$ cat src/rtl/load_extend_queue.sv
// Load-data formatter: byte-lane select with zero/sign extension or word
// pass-through, buffered in a small first-word-fall-through queue.
module load_extend_queue #(
  parameter  int WORD_W = 16,
  parameter  int DEPTH  = 2,
  localparam int LANE_W = $clog2(WORD_W/8),
  localparam int CNT_W  = $clog2(DEPTH+1)
) (
  input  logic              clk,
  input  logic              reset,
  input  logic              in_valid,
  output logic              in_ready,
  input  logic [WORD_W-1:0] in_data,
  input  logic [LANE_W-1:0] in_lane,
  input  logic [1:0]        in_mode,
  output logic              out_valid,
  input  logic              out_ready,
  output logic [WORD_W-1:0] out_data,
  output logic              out_err,
  output logic [CNT_W-1:0]  count
);

  localparam int PTR_W = $clog2(DEPTH);

  typedef struct packed {
    logic              err;
    logic [WORD_W-1:0] data;
  } entry_t;

  entry_t           mem_q [DEPTH];
  logic [PTR_W-1:0] wr_ptr_q, wr_ptr_d;
  logic [PTR_W-1:0] rd_ptr_q, rd_ptr_d;
  logic [CNT_W-1:0] count_q, count_d;
  logic [7:0]       lane_byte;
  entry_t           fmt;
  logic             push, pop;

  assign lane_byte = in_data[{in_lane, 3'b000} +: 8];

  always_comb begin
    fmt = '0;
    case (in_mode)
      2'b00:   fmt.data = {{(WORD_W-8){1'b0}}, lane_byte};
      2'b01:   fmt.data = {{(WORD_W-8){lane_byte[7]}}, lane_byte};
      2'b10:   fmt.data = in_data;
      default: fmt.err  = 1'b1;
    endcase
  end

  // Ready comes from registered count only; a full queue never
  // accepts, even when the head is popped in the same cycle.
  assign in_ready  = (count_q != CNT_W'(DEPTH));
  assign out_valid = (count_q != '0);
  assign push      = in_valid && in_ready;
  assign pop       = out_valid && out_ready;

  always_comb begin
    wr_ptr_d = wr_ptr_q;
    rd_ptr_d = rd_ptr_q;
    count_d  = count_q;
    if (push) wr_ptr_d = wr_ptr_q + 1'b1;
    if (pop)  rd_ptr_d = rd_ptr_q + 1'b1;
    case ({push, pop})
      2'b10:   count_d = count_q + 1'b1;
      2'b01:   count_d = count_q - 1'b1;
      default: count_d = count_q;
    endcase
  end

  always_ff @(posedge clk) begin
    if (reset) begin
      wr_ptr_q <= '0;
      rd_ptr_q <= '0;
      count_q  <= '0;
    end else begin
      wr_ptr_q <= wr_ptr_d;
      rd_ptr_q <= rd_ptr_d;
      count_q  <= count_d;
    end
  end

  always_ff @(posedge clk) begin
    if (push && !reset) mem_q[wr_ptr_q] <= fmt;
  end

  assign out_data = out_valid ? mem_q[rd_ptr_q].data : '0;
  assign out_err  = out_valid ? mem_q[rd_ptr_q].err  : 1'b0;
  assign count    = count_q;

endmodule

$ cat config.mk
export PLATFORM = sky130hd
export DESIGN_NAME = load_extend_queue
export DESIGN_NICKNAME = d
export VERILOG_FILES = /design/src/rtl/load_extend_queue.sv
export SDC_FILE = /design/constraint.sdc
export NUM_CORES = 1
export LEC_CHECK = 0
export ABC_CLOCK_PERIOD_IN_PS = 4000
export BUFFER_PORTS_ARGS = -buffer_cell sky130_fd_sc_hd__buf_2
export CAP_MARGIN = 20
export CORE_ASPECT_RATIO = 0.6
export CORE_MARGIN = 10
export CORE_UTILIZATION = 40
export DETAILED_ROUTE_END_ITERATION = 8
export PLACE_DENSITY = 0.71
export SLEW_MARGIN = 20
export SYNTH_ARGS = -nofsm -noshare
export SYNTH_HDL_FRONTEND = slang
export SYNTH_SLANG_ARGS = --single-unit
export TNS_END_PERCENT = 1
$ cat constraint.sdc
create_clock -name clk -period 4 [get_ports clk]
set_clock_uncertainty 0.2 [all_clocks]
set_input_delay 0.8 -clock clk [delete_from_list [all_inputs] [get_ports clk]]
set_output_delay 0.8 -clock clk [all_outputs]
set_load 0.1 [all_outputs]
==> results of run 1 <==
## cells by family (layout without fill, tap and decap cells)
| family | Yosys count | after routing | share of synthesized area [%] |
|---|---|---|---|
| buf+inv | 11 | 58 | 2.98 |
| simple gates | 38 | 38 | 9.94 |
| xor+xnor | 3 | 3 | 1.49 |
| compound gates | 21 | 21 | 7.10 |
| mux | 25 | 25 | 14.2 |
| flops | 39 | 39 | 63.6 |
| fa+ha+maj | 1 | 1 | 0.710 |
## sequential cells by signal, summed over array words and instances, names as in the netlist, named ones only
register / cells
rd_ptr_q: 1
wr_ptr_q: 1
mem_q: 34
count: 2
## final timing paths
check | from | endpoint | slack, ps
worst max-delay path | flop | out_data[7] | 980
worst min-delay path | wr_ptr_q$_SDFFE_PP0P_ | wr_ptr_q$_SDFFE_PP0P_ | 320
worst max register to register | count[0]$_SDFFE_PP0P_ | count[1]$_SDFFE_PP0P_ | 2140
worst min register to register | wr_ptr_q$_SDFFE_PP0P_ | wr_ptr_q$_SDFFE_PP0P_ | 320
## placed cells by master (no fill, tap or decap), types with 2 or more instances in the layout
cell,netlist,layout
inv_1,4,4
xor2_1,2,2
nor2_1,21,21
o21ai_0,11,11
nand2_1,9,9
dfxtp_1,5,5
clkbuf_8,0,6
edfxtp_1,34,34
a21o_1,8,8
buf_4,2,3
a21oi_1,2,2
buf_2,3,43
or3_1,2,2
mux2i_1,25,25
## layout make-up
cell class | count | area (um^2)
inverters | 4 | 15.0
clock inverters | 2 | 35.0
multi-input cells | 88 | 602
well taps | 60 | 75.1
fillers | 383 | 2020
repair buffers | 46 | 238
clock buffers | 6 | 82.6
flip-flops and latches | 39 | 1120
## routing by layer
metal	vias to the layer above	GRT usage (%)	wire length, um
li1	583	-	-
met1	540	10.5	1510
met2	26	17.9	1930
met3	5	5.45	235
met4	0	2.69	35
met5	-	0	0
## worst min-delay path, stage by stage, from the launching register on
cell     delay, ps
dfxtp_1        330
o21ai_0         80
a21oi_1         60
## cells in the mapped netlist
cell      number
edfxtp_1      34
buf_4          2
buf_2          3
nand2_1        9
o21ai_0       11
a21oi_1        2
or3_1          2
clkbuf_1       2
a21o_1         8
inv_1          4
xor2_1         2
mux2i_1       25
nor2b_1        2
dfxtp_1        5
nor3b_4        1
and2_1         1
ha_1           1
nor2_1        21
nor3b_1        1
xnor2_1        1
nor3_1         1
## metrics by stage
step	instances	util (%)	setup slack, ps	area, um^2
floorplan	138	-	8.90	1760
global placement	237	48.9	1260	2050
detailed placement	237	48.9	1250	2050
CTS	245	51.7	917	2170
global route	245	51.8	740	2170
finish	245	51.8	978	2170
==> impl_results.md, run 1 <==
* Slowest CP cell: dfxtp_1
* Core region area at 4190 um^2
* Mapped Area at 1760 um^2
* Grt ovf at 0
* Maximum buffer depth of the clock tree at 2
* Die area at 7550 um^2
* Clock sinks at 39
* Clock latency at the later pin of the worst-skew pair at 280 ps
* Worst setup path category: flop to output port
* Final nets at 208
* Unique masters post-synth at 21
* Unrepaired setup endpoints after global routing: false
* Post-CTS Setup Bufs at 0
* Post-Syn Instances at 138
* Status: finished clean
* PortBufs at 43
* IO Count at 44
* Worst Tran Pin Value at 989 ps
* Avg Cell Area, Syn at 12.8 um^2
* Clock transition at the registers of the reported paths at 70 ps
* Startpoint types: flop
* Top cell type's share of synthesized area at 57.9%
* Worst r2r path cells at 5
* Max Fanout on Critical Path at 17
* Drc violations at 0
* Crit path buf inv count at 1
* # resized after CTS at 0
* Post-Route WL at 3710 um
* First-pass GRT wire length at 6050 um
* DR vias/cell at 4.71
* DR vias at 1154
* Synth top area cells: edfxtp_1, mux2i_1, dfxtp_1
* Std cell rows at 18
* Minimum clock period at 3020 ps
* CTS Hold Bufs at 0
* Largest net degree at the start of global routing at 19
* Drt initial violations at 58
* CTS tree: yes
* Layout cell share with drive strength beyond 1 at 31.4%
* Initial antenna violation count at 0
* Die W at 106 um
* Worst-path cell chain: mux2i_1 > nor2_1 > buf_2
* Maximum clock frequency at 331 MHz
* Routed Antenna Nets at 0
* Root Buffer: clkbuf_8
* CP Capture Type: output port
* Fin. Hold Viols at 0
* Syn nets at 162
* Worst Hold Depth at 2
* Synthesis-to-layout area growth at 23.0%
* DP Wirelength at 2780 um
* H-tree depth reported by CTS at 2
* Final setup fails at 0
* Worst path top cell family by delay: flip-flops
* Synth area leader: edfxtp_1
* Worst endpoint data arrival time at 2020 ps
* Routability Congestion at 0.783
* Fin Hold WS at 318 ps
* Fin Setup TNS at 0 ps
* Relative slew slack at 34.0%
* Yosys reg bits at 39
* Max Cap Violations at 0
* Hold Crit Class: flop to flop
* Total GRT Usage at 10.2%
* Die Y at 71.4 um
* Routed len/inst at 15.2 um
* Critical Path Stages at 3
* Period utilization at 75.6%
* Vias in the first global route at 1314
* Crit path required time at 3000 ps
* TritonCTS Buffers at 5
* # diodes at 0
* Register area share after synthesis at 63.6%
* DR pass1 iterations at 4
* Worst path max stage delay at 980 ps
* Yosys warns at 0
* Max-slew violations at 0
* Initial Util at 42.1%
Power of run 1 is left out: the tool's default activity adds up to more than one toggle a clock period on the data nets, which glitch-free logic cannot reach.
==> run 2, diff against run 1 <==
--- a/config.mk
+++ b/config.mk
@@ -5,14 +5,14 @@
 export SDC_FILE = /design/constraint.sdc
 export NUM_CORES = 1
 export LEC_CHECK = 0
-export ABC_CLOCK_PERIOD_IN_PS = 4000
+export ABC_CLOCK_PERIOD_IN_PS = 2560
 export BUFFER_PORTS_ARGS = -buffer_cell sky130_fd_sc_hd__buf_2
 export CAP_MARGIN = 20
 export CORE_ASPECT_RATIO = 0.6
 export CORE_MARGIN = 10
 export CORE_UTILIZATION = 40
 export DETAILED_ROUTE_END_ITERATION = 8
-export PLACE_DENSITY = 0.71
+export PLACE_DENSITY = 0.73
 export SLEW_MARGIN = 20
 export SYNTH_ARGS = -nofsm -noshare
 export SYNTH_HDL_FRONTEND = slang
==> constraint.sdc (replaced) <==
create_clock -name clk -period 2.56 [get_ports clk]
set_clock_uncertainty 0.2 [all_clocks]
set_input_delay 0.512 -clock clk [delete_from_list [all_inputs] [get_ports clk]]
set_output_delay 0.512 -clock clk [all_outputs]
set_load 0.1 [all_outputs]
==> impl_results.md, run 2 (synthesis gave the netlist of run 1 again) <==
* Status: finished clean
* Maximum buffer depth of the clock tree at 2
* Routability Congestion at 0.807
* Relative slew slack at 67.2%
* Pre-CTS WS at 536 ps
* DR pass1 iterations at 4
* Hold Crit Class: flop to flop
* H-tree depth reported by CTS at 2
* Total GRT Usage at 9.86%
* Unrepaired setup endpoints after global routing: false
* Maximum clock frequency at 430 MHz
* Clock latency at the later pin of the worst-skew pair at 280 ps
* Core region area at 4190 um^2
* Final setup fails at 0
* Std cell rows at 18
* Layout cell share with drive strength beyond 1 at 42.8%
* Max-slew violations at 0
* Most frequent cells in the layout: buf_2, edfxtp_1, mux2i_1, o21ai_0
* Die Y at 71.4 um
* Synthesis-to-layout area growth at 28.5%
* Grt ovf at 0
* Worst Tran Pin Value at 496 ps
* CTS Hold Bufs at 0
* First-pass GRT wire length at 5980 um
* CTS tree: yes
* Max Cap Violations at 0
* # diodes at 0
* IO Count at 44
* Die area at 7550 um^2
* Drc violations at 0
* Period utilization at 90.8%
* Post-CTS Setup Bufs at 0
* DR vias/cell at 4.94
* Root Buffer: clkbuf_8
* Commonest non-fill, non-tap cell in the layout: buf_2
* Largest net degree at the start of global routing at 19
* Top reg by flops: mem_q
* Routed Antenna Nets at 0
* # resized after CTS at 0
* Clock sinks at 39
* Minimum clock period at 2320 ps
* DP Wirelength at 2780 um
* Worst path max stage delay at 430 ps
* Clock transition at the registers of the reported paths at 70 ps
* Worst endpoint data arrival time at 1610 ps
* Crit path buf inv count at 2
* Worst setup path category: flop to output port
* TritonCTS Buffers at 5
* Crit path required time at 1850 ps
* Post-Route WL at 3690 um
* Drt initial violations at 82
* Max FFs per register at 34
* Fin Hold WS at 311 ps
* Final worst setup slack at 236 ps
* Startpoint types: flop
* Max Fanout on Critical Path at 17
* Die W at 106 um
* Vias in the first global route at 1335
* Fin. Hold Viols at 0
* Final nets at 210
* Initial antenna violation count at 0
* Initial Util at 42.1%
* Worst path top cell family by delay: buffers and inverters
* Worst-path cell chain: buf_4 > mux2i_1 > nor2_4 > buf_2
* PortBufs at 43
* Routed len/inst at 14.9 um
* CP Capture Type: output port
* Slowest CP cell: buf_2
* DR vias at 1219
==> run 2: changes by cell type in the layout (fill, tap and decap cells not counted), moves of 2 or more <==
cell / delta
nor2_1: -18
nor2_4: +9
nor2_2: +9
dfxtp_1: -2
buf_4: +2
clkbuf_1: +2
==> run 2: per-layer routing <==
metal	track usage, %	part of all wire [%]	wire [um]
met1	9.69	39	1450
met2	18.4	54	1980
met3	3.04	5.4	198
met4	5.23	1.5	56
met5	0	0	0
==> run 2: path summary, 6_finish.rpt <==
kind	to	startpoint	slack, ps	depth (start not counted)
setup / recovery	out_data[10]	flop	240	4
hold reg to reg	flop	rd_ptr_q$_SDFFE_PP0P_	310	2
hold / removal	flop	rd_ptr_q$_SDFFE_PP0P_	310	2
setup reg to reg	count[1]$_SDFFE_PP0P_	count[1]$_SDFFE_PP0P_	710	6
==> run 2: final cells by class <==
type                    instances  area, um^2
clock buffers                   7        76.3
clock inverters                 1        5.00
fillers                       355        1920
inverters                       4        18.8
multi-input cells              88         712
flip-flops and latches         39        1130
well taps                      60        75.1
repair buffers                 48         253
==> run 2: per-stage QoR <==
| step | std cells | util (%) | setup TNS [ps] | instance area [um^2] |
|---|---|---|---|---|
| after floorplan | 138 | - | -32.7 | 1890 |
| final | 247 | 54.1 | 0 | 2270 |
| after CTS | 247 | 54.1 | 0 | 2270 |
| after global placement | 239 | 52.2 | 0 | 2180 |
| after global routing | 247 | 54.1 | 0 | 2270 |
| after detailed placement | 239 | 52.2 | 0 | 2180 |
==> run 2: tightest hold or removal path, cell delays in order (launching register included) <==
cell     delay [ps]
dfxtp_1         320
xor2_1           80
nor2_1           70
Power of run 2 is left out for the same reason.
